**src/rtl/uart8.sv**
```systemverilog
// Byte-wide UART transceiver: 8 data bits, no parity, 1 stop bit, LSB first.
// Independent TX and RX state machines share one bit-period timebase constant.
module uart8 #(
    parameter int CLOCK_RATE = 100000000,
    parameter int BAUD_RATE  = 9600
) (
    input  logic       clk,
    input  logic       rst_ni,
    input  logic       rx,
    input  logic       rxEn,
    output logic [7:0] out,
    output logic       rxDone,
    output logic       rxBusy,
    output logic       rxErr,
    output logic       tx,
    input  logic       txEn,
    input  logic       txStart,
    input  logic [7:0] in,
    output logic       txDone,
    output logic       txBusy
);
    localparam int BIT = CLOCK_RATE / BAUD_RATE;
    localparam int CW  = $clog2(BIT);
    localparam logic [CW-1:0] BIT_LAST  = CW'(BIT - 1);
    localparam logic [CW-1:0] HALF_LAST = CW'(BIT / 2 - 1);

    typedef enum logic [1:0] {TX_IDLE, TX_START, TX_DATA, TX_STOP} tx_state_t;
    typedef enum logic [1:0] {RX_IDLE, RX_START, RX_DATA, RX_STOP} rx_state_t;

    // ---------------- transmitter ----------------
    tx_state_t     tx_state, tx_state_n;
    logic [CW-1:0] tx_cnt, tx_cnt_n;
    logic [2:0]    tx_idx, tx_idx_n;
    logic [7:0]    tx_shr, tx_shr_n;
    logic          tx_done_q, tx_done_n;
    logic          tx_line;

    always_ff @(posedge clk or negedge rst_ni) begin
        if (!rst_ni) begin
            tx_state  <= TX_IDLE;
            tx_cnt    <= '0;
            tx_idx    <= '0;
            tx_shr    <= '0;
            tx_done_q <= 1'b0;
        end else begin
            tx_state  <= tx_state_n;
            tx_cnt    <= tx_cnt_n;
            tx_idx    <= tx_idx_n;
            tx_shr    <= tx_shr_n;
            tx_done_q <= tx_done_n;
        end
    end

    always_comb begin
        tx_state_n = tx_state;
        tx_cnt_n   = tx_cnt;
        tx_idx_n   = tx_idx;
        tx_shr_n   = tx_shr;
        tx_done_n  = 1'b0;
        tx_line    = 1'b1;
        if (tx_state != TX_IDLE) tx_cnt_n = tx_cnt + 1'b1;
        unique case (tx_state)
            TX_IDLE: begin
                if (txEn && txStart) begin
                    tx_state_n = TX_START;
                    tx_shr_n   = in;
                    tx_cnt_n   = '0;
                end
            end
            TX_START: begin
                tx_line = 1'b0;
                if (tx_cnt == BIT_LAST) begin
                    tx_state_n = TX_DATA;
                    tx_cnt_n   = '0;
                    tx_idx_n   = '0;
                end
            end
            TX_DATA: begin
                tx_line = tx_shr[tx_idx];
                if (tx_cnt == BIT_LAST) begin
                    tx_cnt_n = '0;
                    tx_idx_n = tx_idx + 1'b1;
                    if (tx_idx == 3'd7) tx_state_n = TX_STOP;
                end
            end
            TX_STOP: begin
                if (tx_cnt == BIT_LAST) begin
                    tx_state_n = TX_IDLE;
                    tx_cnt_n   = '0;
                    tx_done_n  = 1'b1;
                end
            end
            default: tx_state_n = TX_IDLE;
        endcase
        // Dropping the enable abandons the frame without a completion pulse.
        if (!txEn) begin
            tx_state_n = TX_IDLE;
            tx_cnt_n   = '0;
            tx_idx_n   = '0;
            tx_done_n  = 1'b0;
        end
    end

    // Gated by txEn so an abort releases the line in the same cycle.
    assign tx     = txEn ? tx_line : 1'b1;
    assign txBusy = txEn && (tx_state != TX_IDLE);
    assign txDone = tx_done_q;

    // ---------------- receiver ----------------
    rx_state_t     rx_state, rx_state_n;
    logic [CW-1:0] rx_cnt, rx_cnt_n;
    logic [2:0]    rx_idx, rx_idx_n;
    logic [7:0]    rx_shr, rx_shr_n;
    logic [7:0]    out_n;
    logic          rx_done_n, rx_err_n;
    logic          rx_s1, rx_s2, rx_prev;

    always_ff @(posedge clk or negedge rst_ni) begin
        if (!rst_ni) begin
            rx_s1    <= 1'b1;
            rx_s2    <= 1'b1;
            rx_prev  <= 1'b1;
            rx_state <= RX_IDLE;
            rx_cnt   <= '0;
            rx_idx   <= '0;
            rx_shr   <= '0;
            out      <= 8'h00;
            rxDone   <= 1'b0;
            rxErr    <= 1'b0;
        end else begin
            rx_s1    <= rx;
            rx_s2    <= rx_s1;
            rx_prev  <= rx_s2;
            rx_state <= rx_state_n;
            rx_cnt   <= rx_cnt_n;
            rx_idx   <= rx_idx_n;
            rx_shr   <= rx_shr_n;
            out      <= out_n;
            rxDone   <= rx_done_n;
            rxErr    <= rx_err_n;
        end
    end

    always_comb begin
        rx_state_n = rx_state;
        rx_cnt_n   = rx_cnt;
        rx_idx_n   = rx_idx;
        rx_shr_n   = rx_shr;
        out_n      = out;
        rx_done_n  = 1'b0;
        rx_err_n   = rxErr;
        if (rx_state != RX_IDLE) rx_cnt_n = rx_cnt + 1'b1;
        unique case (rx_state)
            RX_IDLE: begin
                // Needs a high-then-low pair, so a line stuck low never retriggers.
                if (rx_prev && !rx_s2) begin
                    rx_state_n = RX_START;
                    rx_cnt_n   = '0;
                end
            end
            RX_START: begin
                if (rx_cnt == HALF_LAST) begin
                    rx_cnt_n   = '0;
                    rx_idx_n   = '0;
                    rx_state_n = rx_s2 ? RX_IDLE : RX_DATA;
                end
            end
            RX_DATA: begin
                if (rx_cnt == BIT_LAST) begin
                    rx_cnt_n = '0;
                    rx_shr_n = {rx_s2, rx_shr[7:1]};
                    rx_idx_n = rx_idx + 1'b1;
                    if (rx_idx == 3'd7) rx_state_n = RX_STOP;
                end
            end
            RX_STOP: begin
                if (rx_cnt == BIT_LAST) begin
                    rx_cnt_n   = '0;
                    rx_state_n = RX_IDLE;
                    if (rx_s2) begin
                        out_n     = rx_shr;
                        rx_done_n = 1'b1;
                        rx_err_n  = 1'b0;
                    end else begin
                        rx_err_n  = 1'b1;
                    end
                end
            end
            default: rx_state_n = RX_IDLE;
        endcase
        if (!rxEn) begin
            rx_state_n = RX_IDLE;
            rx_cnt_n   = '0;
            rx_idx_n   = '0;
            rx_done_n  = 1'b0;
            rx_err_n   = rxErr;
            out_n      = out;
        end
    end

    assign rxBusy = rxEn && (rx_state != RX_IDLE);

endmodule

```
**config.mk**
```make
export PLATFORM = sky130hd
export DESIGN_NAME = uart8
export DESIGN_NICKNAME = d
export VERILOG_FILES = /design/src/rtl/uart8.sv
export SDC_FILE = /design/constraint.sdc
export NUM_CORES = 1
export LEC_CHECK = 0
export BUFFER_PORTS_ARGS = -buffer_cell sky130_fd_sc_hd__buf_4
export CAP_MARGIN = 20
export CORE_MARGIN = 4
export CORE_UTILIZATION = 38
export CTS_CLUSTER_SIZE = 8
export DETAILED_ROUTE_END_ITERATION = 7
export PLACE_DENSITY = 0.58
export SYNTH_ARGS = -nofsm -noshare
export SYNTH_HDL_FRONTEND = slang
export SYNTH_SLANG_ARGS = --single-unit
export TNS_END_PERCENT = 30
```
**constraint.sdc**
```tcl
create_clock -name clk -period 1.9 [get_ports clk]
set_input_delay 0.19 -clock clk [delete_from_list [all_inputs] [get_ports clk]]
set_output_delay 0.19 -clock clk [all_outputs]
set_load 0.01 [all_outputs]
```
---- Word level (Yosys, flattened, before mapping) ----
Index checks and enable logic that the tools add are counted.
word-level totals
  bits in registers ....................... 68
  logic and storage cells ................. 108
  output and inout port bits .............. 14
  input port bits ......................... 14
cells by class
  $lt $le $gt $ge ......................... 1
  reductions and logical operators ........ 19
  add/sub/neg operators ................... 4
  muxes and demuxes ....................... 46
  eq/ne operators ......................... 23
operator list
  kind                     number
  $mux W14                 9
  $pmux W14 S3             1
  $ne A3 B3 Y1 const B     10
  $add A14 B1 Y14 const B  2
  $eq A14 B14 Y1 const B   2
  $pmux W14 S2             1
  $mux W2                  13
  $mux W3                  6
  $pmux W2 S4              2
  $eq A14 B13 Y1 const B   1
  $pmux W3 S2              2
  $mux W1                  10
  $reduce_and A5 Y1        2
  $reduce_and A3 Y1        3
  $eq A2 B2 Y1 const B     4
  $add A3 B1 Y3 const B    2
  $eq A3 B3 Y1 const B     2
  $ne A3 B1 Y1 const B     2
  $eq A2 B1 Y1 const B     2
  $logic_and A1 B1 Y1      4
  $logic_not A2 Y1         2
  $lt A3 B4 Y1 const B     1
  $reduce_and A2 Y1        2
  $reduce_and A4 Y1        1
  other kinds (6)          7

---- Depth between registers and ports, before layout ----
  depth in word-level cells ............... 5
  depth in mapped cells ................... 7
  mapped depth without buffers ............ 6

---- Worst setup path after synthesis ----
OpenSTA, ideal clock, no wires.
  path type ............................... register to register
  start ................................... register tx_cnt[8]
  end ..................................... register tx_cnt[4]
  arrival time ............................ 1904 ps
  stages on the path, launching flop included .. 6
  path buffers ............................ 1
  library setup time ...................... 119 ps
  setup slack ............................. -124 ps
  data required time ...................... 1781 ps
  cells stage by stage .................... dfrtp_1 -> or4b_4 -> or4_4 -> o211ai_4 -> buf_6 -> nor2_1
on the way
  word-level cells in the longest chain between the ends .. 4
ends and longest elaborated chain
  what                      line        source
  start: declaration        32          logic [CW-1:0] tx_cnt, tx_cnt_n;
  start signal: assignment  47          tx_cnt <= tx_cnt_n;
  $eq A14 B14 Y1            72, 80, 87
  $mux W14                  72, 80, 87
  $pmux W14 S2              62          unique case (tx_state)
  $mux W14                  96          if (!txEn) begin
  net tx_cnt_n[4]           32
The timed path passes the listed nets, and every way through them passes these cells.
A chain may end at the register's enable or synchronous reset.

---- Worst setup path after layout ----
  start ................................... register tx_cnt[10]
  end ..................................... register tx_cnt[13]
on the way
  word-level cells in the longest chain between the ends .. 5
  elaborated cells on any way between the ends .. 7
  classes of those cells .................. 1 x add/sub; 1 x eq/ne; 5 x mux
ends and longest elaborated chain
  what                                line  source
  $add A14 B1 Y14                     61    if (tx_state != TX_IDLE) tx_cnt_n = tx_cnt + 1'b1;
  $mux W14                            61
  $mux W14, on equally long branches  --
  $pmux W14 S2 *                      62
  $mux W14 *                          96
  net tx_cnt_n[13]                    32
Mark *: on every way through the listed nets, which the timed path passes. The rest lies on a longest branch.

==> impl_metrics.tcl <==
set metrics [dict create \
    status "finished with violations" \
    violations "setup timing" \
    synth_fp_nets 324 \
    die_x_um 102 \
    cp.arrival_ns 2.15 \
    gp_congestion 0.817 \
    synth_cell_types 51 \
    max_stage_delay_ns 0.55 \
    die_h_um 102 \
    required_ns 2.12 \
    max_freq_mhz 517 \
    vias 2441 \
    cp-start-kind "register" \
    tns_ns -0.342 \
    core_um2 8680 \
    fin_skew_ns 0.0124 \
    cp_cell_sequence "or4b_4 -> or4_4 -> o211ai_4 -> buf_12 -> a21oi_1" \
    p_per_area_nw_per_um2 810 \
    synth_cells 300 \
    synthesis.area_um2 3370 \
    rsz0062_at_grt "yes" \
    grt_max_degree 36 \
    worst-path-buf-inv 1 \
    period_minus_slack_ns 1.93 \
    start_util_pct 38.8 \
    cp_top_family "simple AND/OR/NAND/NOR gates" \
    yosysWarnings 0 \
    synth-async-reset-ratio_pct 100 \
    vdd_drop_max_mv 0.595 \
    die_area_um2 10400 \
    gr-usage-all-layers_pct 14.2 \
    syn_area_per_cell_um2 11.2 \
    postLayoutSetupSlackWorst_ns -0.0331 \
    ys_seq_elements 68 \
    port_buffers 27 \
    layout.cells.non_filler 484 \
    wl_per_cell_um 13.9 \
    drive_above_1_share_pct 33.8 \
    slew_violations 0 \
    holdCritPathClass "in2reg" \
    clkTransAtPathRegs_ns 0.07 \
    synth_edf_count 0 \
    ys_seq_area_share_pct 50.7 \
    grt_pass1_vias 2477 \
    clockBufferDepth 2 \
    critPathMaxFanout 14 \
    setup_viol 16 \
    grt_antenna_before_repair 0 \
    cts.sinks 68 \
    area_growth_syn_to_layout_pct 25.8 \
    nNetsFinal 395 \
    drt_wl_total_um 6710 \
    dr.pass1.iters 4 \
    hold_violations 0 \
    h-tree-depth 3 \
    place_inst 465 \
    num_antenna_cells 0 \
    total_power_uw 3430 \
    post-route-period-util_pct 102 \
    grt_pass1_wl_um 11700 \
    cts-root-buf "clkbuf_8" \
    p_leak_uw 0.00197 \
    worstSkewPairLatency_ns 0.34 \
    slowest_stage "or4b_4" \
    cts_tree "done" \
    yosys_most_used_dff "dfrtp_1" \
    ant_nets 0 \
    worstSetupPathType "reg2reg" \
    slew_headroom_pct 70.3 \
    vias_per_cell 5.04 \
    drtIter0Drc 53 \
    dp_hpwl_um 4840 \
    fin_util_pct 48.8 \
    cap_violations 0 \
    drc 0 \
    grt-ovfl-total 0 \
    endpoint_kind "register" \
    tightest_slew_ns 0.446 \
    rows 34 \
    numCtsBuffers 9 \
    io_pins 28 \
]
## routing by layer
metal  global-route usage [%]  part of all wire (%)  vias up
met1                     19.0                    47     1180
met5                        0                     0        -
li1                         -                     -     1218
met2                     22.0                    48       37
met4                     3.94                   1.1        0
met3                     4.78                   4.3        6
## through the flow
step	cell area, µm²	hold slack (ns)	worst slack [ns]
floorplan	3370	-0.106	-0.0419
global placement	3980	0.166	-0.0247
detailed placement	3980	0.175	-0.0596
CTS	4200	0.0565	-0.0722
global route	4230	0.0545	-0.124
finish	4230	0.0786	-0.0331
## what timing repair did
action                                  CTS  global route
hold endpoints to repair                 34             0
pin swaps                                 2             5
endpoints found under the setup margin   19            50
buffers inserted                          1             0
hold buffers                              2             0
resized for setup                         9             7
## where the power goes
| part | internal (µW) | switching (µW) | leakage [µW] |
|---|---|---|---|
| clock network | 506 | 544 | 0.0000824 |
| logic | 384 | 356 | 0.000975 |
| registers | 1570 | 68.5 | 0.000911 |
## final timing paths
kind | slack [ns] | cells after the start | endpoint | from
min | 0.08 | 2 | tx_shr[1] | in[1]
min reg2reg | 0.36 | 0 | rx_s2 | rx_s1
min in group asynchronous | 0.34 | 2 | rx_cnt[13] | rst_ni
max in group asynchronous | 0.96 | 3 | rx_s1 | rst_ni
max reg2reg | -0.03 | 5 | tx_cnt[13] | tx_cnt[10]
max | -0.03 | 5 | tx_cnt[13] | tx_cnt[10]
## cell usage in the layout, fill, tap and decap left out, types with 3 or more instances in the layout
master,netlist,layout
nor2_1,37,37
ha_1,10,9
mux2i_1,5,5
clkbuf_8,0,10
o21ai_0,9,6
o21ai_1,0,3
xor2_1,10,10
nand2_1,13,12
nand3_1,11,11
and3_1,3,3
mux2_2,26,25
dfrtp_1,65,64
nor2b_1,3,3
and4_1,3,3
o211a_1,3,3
xnor2_1,11,11
or3_1,3,3
inv_1,10,10
o21a_1,3,3
nor3_1,7,7
buf_4,0,63
a21oi_1,7,7
dfstp_2,3,3
nand4_1,11,11
## kinds of logic after synthesis
kind of cell	after synthesis	synth area share, %
simple gates	113	18.4
buf+inv	19	2.38
fa+ha+maj	10	3.72
xor+xnor	21	5.46
compound gates	36	7.88
flops	68	50.7
mux	33	11.5
## registers in the layout, indices dropped and copies added, names as in the netlist
| signal | count |
|---|---|
| rxErr | 1 |
| out | 8 |
| rx_shr | 8 |
| rxDone | 1 |
| rx_idx | 3 |
| rx_prev | 1 |
| tx_state | 2 |
| rx_state | 2 |
| txDone | 1 |
| tx_idx | 3 |
| tx_shr | 8 |
| rx_s1 | 1 |
| tx_cnt | 14 |
| rx_cnt | 14 |
| rx_s2 | 1 |
## synth_stat cells (2+ instances only)
master,count,area share [%]
nor3_1,7,1.0
nand4b_1,2,0.52
nor2b_1,3,0.56
mux2_2,26,8.7
a21oi_1,7,1.0
dfstp_2,3,2.3
ha_1,10,3.7
and3_1,3,0.56
o21ai_0,9,1.3
nor2_1,37,4.1
nand2_1,13,1.4
or3_1,3,0.56
mux2i_1,5,1.5
nor3b_1,2,0.45
o211a_1,3,0.89
mux4_2,2,1.3
a32o_1,2,0.59
nor4_1,2,0.37
a21boi_0,3,0.67
xnor2_1,11,2.9
inv_1,10,1.1
nand4_1,11,2.0
xor2_1,10,2.6
nor4bb_1,3,0.89
and2_1,2,0.37
nand3_1,11,1.6
nand3b_1,2,0.45
o21a_1,3,0.67
clkbuf_1,7,0.78
and4_1,3,0.78
dfrtp_1,65,48
## area by class of cell
type	count	area (µm²)
Fill cell	813	4440
Sequential cell	68	1710
Multi-Input combinational cell	213	1630
Timing Repair Buffer	69	556
Clock buffer	12	145
Tap cell	108	135
Inverter	10	37.5
Clock inverter	4	25.0
## worst reg2reg max path, delay by kind of cell, from the launching register on
family | cells | cell delay, ns
buffers and inverters | 1 | 0.16
flip-flops | 1 | 0.39
AND/OR/NAND/NOR | 2 | 1.01
AO/OA/AOI/OAI | 2 | 0.27
(Power assumes the default switching activity.)
